File: config.mk
export PLATFORM = sky130hd
export DESIGN_NAME = sextium_seq_ctrl
export DESIGN_NICKNAME = d
export VERILOG_FILES = /design/src/rtl/sextium_seq_ctrl.sv
export SDC_FILE = /design/constraint.sdc
export NUM_CORES = 1
export LEC_CHECK = 0
export ABC_AREA = 1
export CAP_MARGIN = 20
export CELL_PAD_IN_SITES_DETAIL_PLACEMENT = 1
export CELL_PAD_IN_SITES_GLOBAL_PLACEMENT = 2
export CORE_MARGIN = 4
export CORE_UTILIZATION = 23
export CTS_CLUSTER_DIAMETER = 120
export DETAILED_ROUTE_END_ITERATION = 8
export GPL_TIMING_DRIVEN = 0
export PLACE_DENSITY = 0.9
export SYNTH_ARGS = -nofsm -noshare
export SYNTH_HDL_FRONTEND = slang
export SYNTH_SLANG_ARGS = --single-unit
File: constraint.sdc
create_clock -name clock -period 2.25 [get_ports clock]
set_input_delay 0.675 -clock clock [delete_from_list [all_inputs] [get_ports clock]]
set_output_delay 0.675 -clock clock [all_outputs]
set_load 0.05 [all_outputs]
File: src/rtl/sextium_seq_ctrl.sv
// sextium_seq_ctrl: successor sequencer for the Sextium III datapath.
// Fetches an instruction word, then walks its 4-bit opcode slots one per
// decode step. It drives the datapath mux selects and write strobes, and it
// handles multi-cycle MUL/DIV waits, IO completion and a sticky illegal-opcode
// trap.
module sextium_seq_ctrl #(
  parameter int SLOT_BITS  = 2,
  parameter int DIV_CYCLES = 3,
  parameter int MUL_CYCLES = 0
) (
  input  logic                 clock,
  input  logic                 reset,
  input  logic [3:0]           insn,
  input  logic                 accz,
  input  logic                 accn,
  input  logic                 iobusy,
  input  logic                 mem_ack,
  output logic                 mem_read,
  output logic                 mem_write,
  output logic                 ir_write,
  output logic                 pc_write,
  output logic                 acc_write,
  output logic                 seladdr,
  output logic [1:0]           selacc,
  output logic                 selswap,
  output logic                 doswap,
  output logic                 selpc1,
  output logic                 selpc2,
  output logic [SLOT_BITS-1:0] curinsn,
  output logic [1:0]           aluinsn,
  output logic                 alu_start,
  output logic                 runio,
  output logic                 fault,
  output logic [2:0]           stateout
);

  typedef enum logic [2:0] {
    S_FETCH   = 3'd0,
    S_DECODE  = 3'd1,
    S_IOWAIT  = 3'd2,
    S_ALUWAIT = 3'd3,
    S_FAULT   = 3'd4
  } state_t;

  // What the state register does at the next clock edge.
  typedef enum logic [2:0] {
    ACT_HOLD,
    ACT_ADVANCE,
    ACT_FETCH,
    ACT_DECODE0,
    ACT_IOWAIT,
    ACT_ALUWAIT,
    ACT_FAULT
  } action_t;

  state_t     state;
  action_t    action;
  logic [3:0] counter;
  logic [3:0] load_count;
  logic [1:0] alu_op;
  logic [1:0] alu_code;

  assign stateout = state;

  // Decode state/opcode into strobes, selects and the next-step action.
  // Reset forces every output low so nothing reaches the datapath during reset.
  always_comb begin
    mem_read   = 1'b0;
    mem_write  = 1'b0;
    ir_write   = 1'b0;
    pc_write   = 1'b0;
    acc_write  = 1'b0;
    seladdr    = 1'b0;
    selacc     = 2'd0;
    selswap    = 1'b0;
    doswap     = 1'b0;
    selpc1     = 1'b0;
    selpc2     = 1'b0;
    alu_start  = 1'b0;
    runio      = 1'b0;
    alu_code   = 2'd0;
    load_count = 4'd0;
    action     = ACT_HOLD;
    case (state)
      S_FETCH: begin
        mem_read = 1'b1;
        ir_write = 1'b1;
        if (mem_ack) begin
          pc_write = 1'b1;
          action   = ACT_DECODE0;
        end
      end
      S_DECODE: begin
        case (insn)
          4'd0: action = ACT_ADVANCE;
          4'd1: begin
            runio  = 1'b1;
            selacc = 2'd1;
            action = ACT_IOWAIT;
          end
          4'd2: begin
            mem_read  = 1'b1;
            seladdr   = 1'b1;
            acc_write = mem_ack;
            if (mem_ack) action = ACT_ADVANCE;
          end
          4'd3: begin
            mem_write = 1'b1;
            seladdr   = 1'b1;
            if (mem_ack) action = ACT_ADVANCE;
          end
          4'd4, 4'd5: begin
            selacc    = 2'd2;
            acc_write = 1'b1;
            doswap    = 1'b1;
            selswap   = insn[0];
            action    = ACT_ADVANCE;
          end
          4'd6, 4'd7: begin
            if ((!insn[0] && accz) || (insn[0] && accn)) begin
              pc_write = 1'b1;
              selpc1   = 1'b1;
              action   = ACT_FETCH;
            end else begin
              action = ACT_ADVANCE;
            end
          end
          4'd8: begin
            pc_write = 1'b1;
            selpc1   = 1'b1;
            selpc2   = 1'b1;
            action   = ACT_FETCH;
          end
          4'd9: begin
            mem_read = 1'b1;
            if (mem_ack) begin
              acc_write = 1'b1;
              pc_write  = 1'b1;
              action    = ACT_ADVANCE;
            end
          end
          4'd10, 4'd11: begin
            alu_code  = {1'b0, insn[0]};
            selacc    = 2'd3;
            acc_write = 1'b1;
            action    = ACT_ADVANCE;
          end
          4'd12: begin
            alu_code = 2'd2;
            selacc   = 2'd3;
            if (MUL_CYCLES == 0) begin
              acc_write = 1'b1;
              action    = ACT_ADVANCE;
            end else begin
              alu_start  = 1'b1;
              load_count = 4'(MUL_CYCLES);
              action     = ACT_ALUWAIT;
            end
          end
          4'd13: begin
            alu_code   = 2'd3;
            selacc     = 2'd3;
            alu_start  = 1'b1;
            load_count = 4'(DIV_CYCLES);
            action     = ACT_ALUWAIT;
          end
          default: action = ACT_FAULT;
        endcase
      end
      S_IOWAIT: begin
        selacc = 2'd1;
        runio  = iobusy;
        if (!iobusy) begin
          acc_write = 1'b1;
          action    = ACT_ADVANCE;
        end
      end
      S_ALUWAIT: begin
        alu_code = alu_op;
        selacc   = 2'd3;
        if (counter == 4'd1) begin
          acc_write = 1'b1;
          action    = ACT_ADVANCE;
        end
      end
      default: action = ACT_HOLD;
    endcase
    aluinsn = alu_code;
    if (reset) begin
      mem_read  = 1'b0;
      mem_write = 1'b0;
      ir_write  = 1'b0;
      pc_write  = 1'b0;
      acc_write = 1'b0;
      seladdr   = 1'b0;
      selacc    = 2'd0;
      selswap   = 1'b0;
      doswap    = 1'b0;
      selpc1    = 1'b0;
      selpc2    = 1'b0;
      alu_start = 1'b0;
      runio     = 1'b0;
      aluinsn   = 2'd0;
    end
  end

  // State, slot index, wait counter, latched ALU op and sticky fault flag.
  always_ff @(posedge clock or posedge reset) begin
    if (reset) begin
      state   <= S_FETCH;
      curinsn <= '0;
      counter <= 4'd0;
      alu_op  <= 2'd0;
      fault   <= 1'b0;
    end else begin
      if (state == S_ALUWAIT) counter <= counter - 1'b1;
      case (action)
        ACT_ADVANCE: begin
          if (&curinsn) begin
            state   <= S_FETCH;
            curinsn <= '0;
          end else begin
            state   <= S_DECODE;
            curinsn <= curinsn + 1'b1;
          end
        end
        ACT_FETCH: begin
          state   <= S_FETCH;
          curinsn <= '0;
        end
        ACT_DECODE0: begin
          state   <= S_DECODE;
          curinsn <= '0;
        end
        ACT_IOWAIT: state <= S_IOWAIT;
        ACT_ALUWAIT: begin
          state   <= S_ALUWAIT;
          counter <= load_count;
          alu_op  <= alu_code;
        end
        ACT_FAULT: begin
          state <= S_FAULT;
          fault <= 1'b1;
        end
        default: state <= state;
      endcase
    end
  end

endmodule

# After elaboration in Yosys (flattened, before gate mapping)
# Cells that the tools add are included.
word_totals:
  register_bits: 12
  input_bits: 10
  output_inout_bits: 22
  word_cells: 110
classes:
  n_addsub: 2
  n_eq_ne: 23
  mux: 60
  reduce_logical: 20
op_table:
  columns: ["operator", "n"]
  rows:
  - ["2-to-1 mux 1 bit", 36]
  - ["case mux 3 bit (6 select lines)", 2]
  - ["== test 4 bit, second input constant", 6]
  - ["case mux 2 bit (3 select lines)", 3]
  - ["== test 4 x 3 -> 1 bit, second input constant", 4]
  - ["2-to-1 mux 2 bit", 7]
  - ["== test 3 x 2 -> 1 bit, second input constant", 4]
  - ["case mux 3 bit (4 select lines)", 1]
  - ["OR reduction 2 bit", 6]
  - ["== test 3 bit, second input constant", 3]
  - ["case mux 1 bit (3 select lines)", 3]
  - ["== test 4 x 1 -> 1 bit, second input constant", 2]
  - ["== test 4 x 2 -> 1 bit, second input constant", 2]
  - ["2-to-1 mux 4 bit", 2]
  - ["case mux 1 bit (2 select lines)", 4]
  - ["case mux 2 bit (2 select lines)", 2]
  - ["== test 3 x 1 -> 1 bit, second input constant", 2]
  - ["nonzero test 6 bit", 1]
  - ["OR reduction 6 bit", 1]
  - ["OR reduction 5 bit", 1]
  - ["zero test 4 bit", 1]
  - ["nonzero test 2 bit", 2]
  - ["OR reduction 4 bit", 1]
  - ["subtractor 4 x 1 -> 4 bit, second input constant", 1]
  - ["7 further kinds", 8]

# Depth between registers and ports, before layout
logic_depth:
  depth_word: 9
  mapped_depth: 12
  mapped_depth_nobuf: 12

# Worst setup path after synthesis
# OpenSTA, ideal clock, no wires.
synth_path:
  path_type: "input to output"
  startpoint: "in reset"
  endpoint: "out selacc[1]"
  arrival_ns: 2.458
  required_time_ns: 1.575
  path_slack_ns: -0.883
  cell_stages: 5
  path_buffers: 0
  path_cell_list: "inv_1 -> nand2_1 -> nor2_1 -> inv_1 -> o21ai_0"
synth_between:
  elab_chain_cells: 1
synth_rtl:
  columns: ["element", "line", "source"]
  rows:
  - ["start: declaration", "12", "input logic reset,"]
  - ["2-to-1 mux 2 bit", "189", "if (reset) begin"]
  - ["end: declaration", "24", "output logic [1:0] selacc,"]
# Every way passes these cells.

# Final worst setup path
layout_path:
  startpoint: "in insn[2]"
  endpoint: "out acc_write"
layout_between:
  elab_chain_cells: 5
  word_cells_on_any_way: 11
  classes_between: "7 x eq/ne; 3 x mux; 1 x reduce/logical"
layout_rtl:
  columns: ["element", "line", "source"]
  rows:
  - ["start: declaration", "13", "input logic [3:0] insn,"]
  - ["== test 4 bit or == test 4 x 3 -> 1 bit (tied branches)", "94", "case (insn)"]
  - ["OR reduction 5 bit (no source line)", null, null]
  - ["case mux 1 bit (3 select lines) *", "94", null]
  - ["case mux 1 bit (3 select lines) *", "84", "case (state)"]
  - ["2-to-1 mux 1 bit *", "189", null]
  - ["end: declaration", "22", "output logic acc_write,"]
# Mark *: on every way between the ends. The rest lies on a longest branch, timed or not.

==> metrics.cfg <==
[setup_path]
crit_path_start_kind = input pin
worst_ep_arrival_time_ps = 1720
slowest_delay_ps = 200
cp_common_cell = nor2_4
worstSetupEndpointType = primary output
critPathTopFamily = buffers and inverters
reg2reg_depth = 9
required_ps = 1570
path_depth = 9
path_buf_inv = 3
worstPathMaxFanout = 6
critPathKind = input pin to primary output
cp_slowest_cell = nand3b_1
cp_cell_sequence = buf_12, nand3b_1, buf_4, nand2_4, nor2_4, o21ai_2, a21oi_2, nor2_4, buf_8

[sta]
slew_headroom_pct = 65.9
finalHoldViolations = 0
finalWorstSetupSlack_ps = -142
worst_slew_pin_slew_ps = 510
grt_setup_unrepaired = yes
drv_slew = 0
setup_violations = 13
fmax_mhz = 418
hold_slack_ps = 471
period_minus_slack_ps = 2390
finClkSkew_ps = 2.12
period_share_pct = 106

[route]
drcViolationCount = 0
drt_first_pass_iters = 4
drt_iter0_drc = 51
avgRoutedWirePerCell_um = 16.8
drt_wl_total_mm = 4.38
via_count = 1278
ant_nets = 0
vias_per_cell = 4.90

[clock_network]
clk_path_buf_depth = 2
cts_root_buf = clkbuf_8
cts_tree = built
clk_pin_slew_worst_paths_ps = 50
clock-sinks = 12
cts_buffers = 3
clkLatencyLatePin_ps = 240
htree_levels = 1

[grt]
gr-total-overflow = 0
grt_pass1_vias = 1408
grtUsageTotal_pct = 15.7
grt_pass1_wl_mm = 6.63
grt_max_degree = 11
antenna_found_initial = 0

[run]
cap_violations = 0

[die]
die_y_um = 73.4
initial_core_util_pct = 24.3
ioPinCount = 32
die_w_um = 73.4
core_area_um2 = 4060
rows = 23
dieArea_um2 = 5390

[layout]
num-fill-cells = 458
regArea_um2 = 304
antenna_cells = 0
final_net_count = 225
syn_to_final_growth_pct = 110
layout-drive-gt1-share_pct = 58.3
multi_input_area_um2 = 938

[place]
port_buffers = 30
globalplace.congestion = 0.753
hpwlAfterDp_mm = 2.86

[power_and_ir_drop]
swShare_pct = 28.5
power_frac_seq_pct = 37.3
p_sw_uw = 174
p_leak_uw = 0.000946
fin_total_pwr_uw = 610
power.internal_uw = 436
power_frac_clock_pct = 38.5
p_comb_share_pct = 24.2
power_density_nw_per_um2 = 295
peakVddDrop_v = 0.000295

[synth]
ys_seq_elements = 12
ys_async_sr_fraction_pct = 100
syn_area_um2 = 985
yosysWarningCount = 0
synth.most_common_cell = nand2_1
synth_commonest_cells = nand2_1, nor2_1, inv_1, dfrtp_1, nand3_1
synth_fp_nets = 165
yosysUniqueCellTypes = 25
synthTopCellsByArea = dfrtp_1, nand2_1, nor2_1
synth_flop_cell = dfrtp_1
syn_inst = 152
yosysTopAreaCellShare_pct = 30.5
synth_area_leader_cell = dfrtp_1
yosysSeqAreaShare_pct = 30.5
syn_area_per_cell_um2 = 6.48
synth_edf_count = 0

[min_path]
whs_path_depth = 1
hp-class = flip-flop to flip-flop

[run_status]
status = finished, violations left
violations = setup timing

metal layers:
layer	track usage, %	routed length (um)	vias to the layer above
li1	-	-	610
met1	17.2	1570	629
met2	28.8	2470	30
met3	3.69	238	9
met4	6.64	104	0
met5	0	0	-
flip-flops by register name, indices dropped and copies added, names as in the netlist:
name	cells
alu_op	2
stateout	3
fault	1
curinsn	2
counter	4
placed cells by master, fill, tap and decap left out, types with 4 or more instances in the layout:
master	instances
buf_4	21
nor2_1	11
buf_8	7
dlygate4sd2_1	4
clkdlybuf4s50_1	5
nand2_1	23
inv_1	11
inv_2	6
nand2_2	8
nand2_4	7
nand3_1	8
clkbuf_8	4
a21oi_4	5
o21ai_2	5
buf_6	12
dfrtp_1	9
nor2_4	18
nand4_1	4
buf_12	5
worst paths after layout:
| check | endpoint | slack [ps] | startpoint |
|---|---|---|---|
| worst max-delay path | acc_write | -140 | insn[2] |
| min in group asynchronous | curinsn[0] | 500 | reset |
| worst max register to register | curinsn[0] | 510 | stateout[1] |
| worst min register to register | alu_op[0] | 470 | alu_op[0] |
| max in group asynchronous | stateout[0] | 1480 | reset |
| worst min-delay path | alu_op[0] | 470 | alu_op[0] |
worst register-to-register path: stages (launching register included):
cell and delay [ps]:
dfrtp_2 440, nor2_4 210, buf_4 150, nand3_1 200
inv_1 190, nor2_1 90, nand2_2 110, nand3_2 80
nand3_1 80, nand2_1 70
metrics by stage:
step	TNS, ps	worst slack [ps]	std cells	area (um2)	utilization [%]
after floorplan	-254	-117	152	1190	-
after global placement	-27950	-1910	232	1560	38.3
after detailed placement	-29070	-1930	232	1560	38.3
after CTS	-379	-112	252	1870	46.0
after global routing	-1410	-190	261	2070	50.9
final	-659	-142	261	2070	50.9
final cells by class:
type                       count  area share (%)
multi-input combinational    116            45.4
timing repair buffer          55            28.1
sequential                    12            14.7
inverter                      23            5.15
tap                           50            3.03
clock buffer                   4            2.66
buffer                         1           0.969
power by group through the flow:
stage / Sequential [uW] / Combinational, uW / Clock [uW]
floorplan: 236 / 51.6 / 0
global placement: 229 / 96.9 / 0
global route: 229 / 159 / 251
CTS: 226 / 128 / 242
finish: 228 / 148 / 235
detailed placement: 229 / 98.9 / 0
timing repair:
item / CTS / global route
setup buffers: 16 / 9
resized for setup: 172 / 33
hold buffers: 0 / 0
pin swaps: 19 / 8
setup endpoints to repair: 20 / 15
logic make-up (layout without fill, tap and decap cells):
family | count (synthesis) | count (layout) | synth area share, %
xor gates and xnor gates | 2 | 2 | 1.78
buffers and inverters | 24 | 83 | 9.53
DFF | 12 | 12 | 30.5
and+or+nand+nor | 92 | 92 | 42.3
AOI/OAI and AO/OA | 19 | 19 | 12.1
adders and majority gates | 3 | 3 | 3.81
Note: power is estimated with default switching activity, not from simulation.
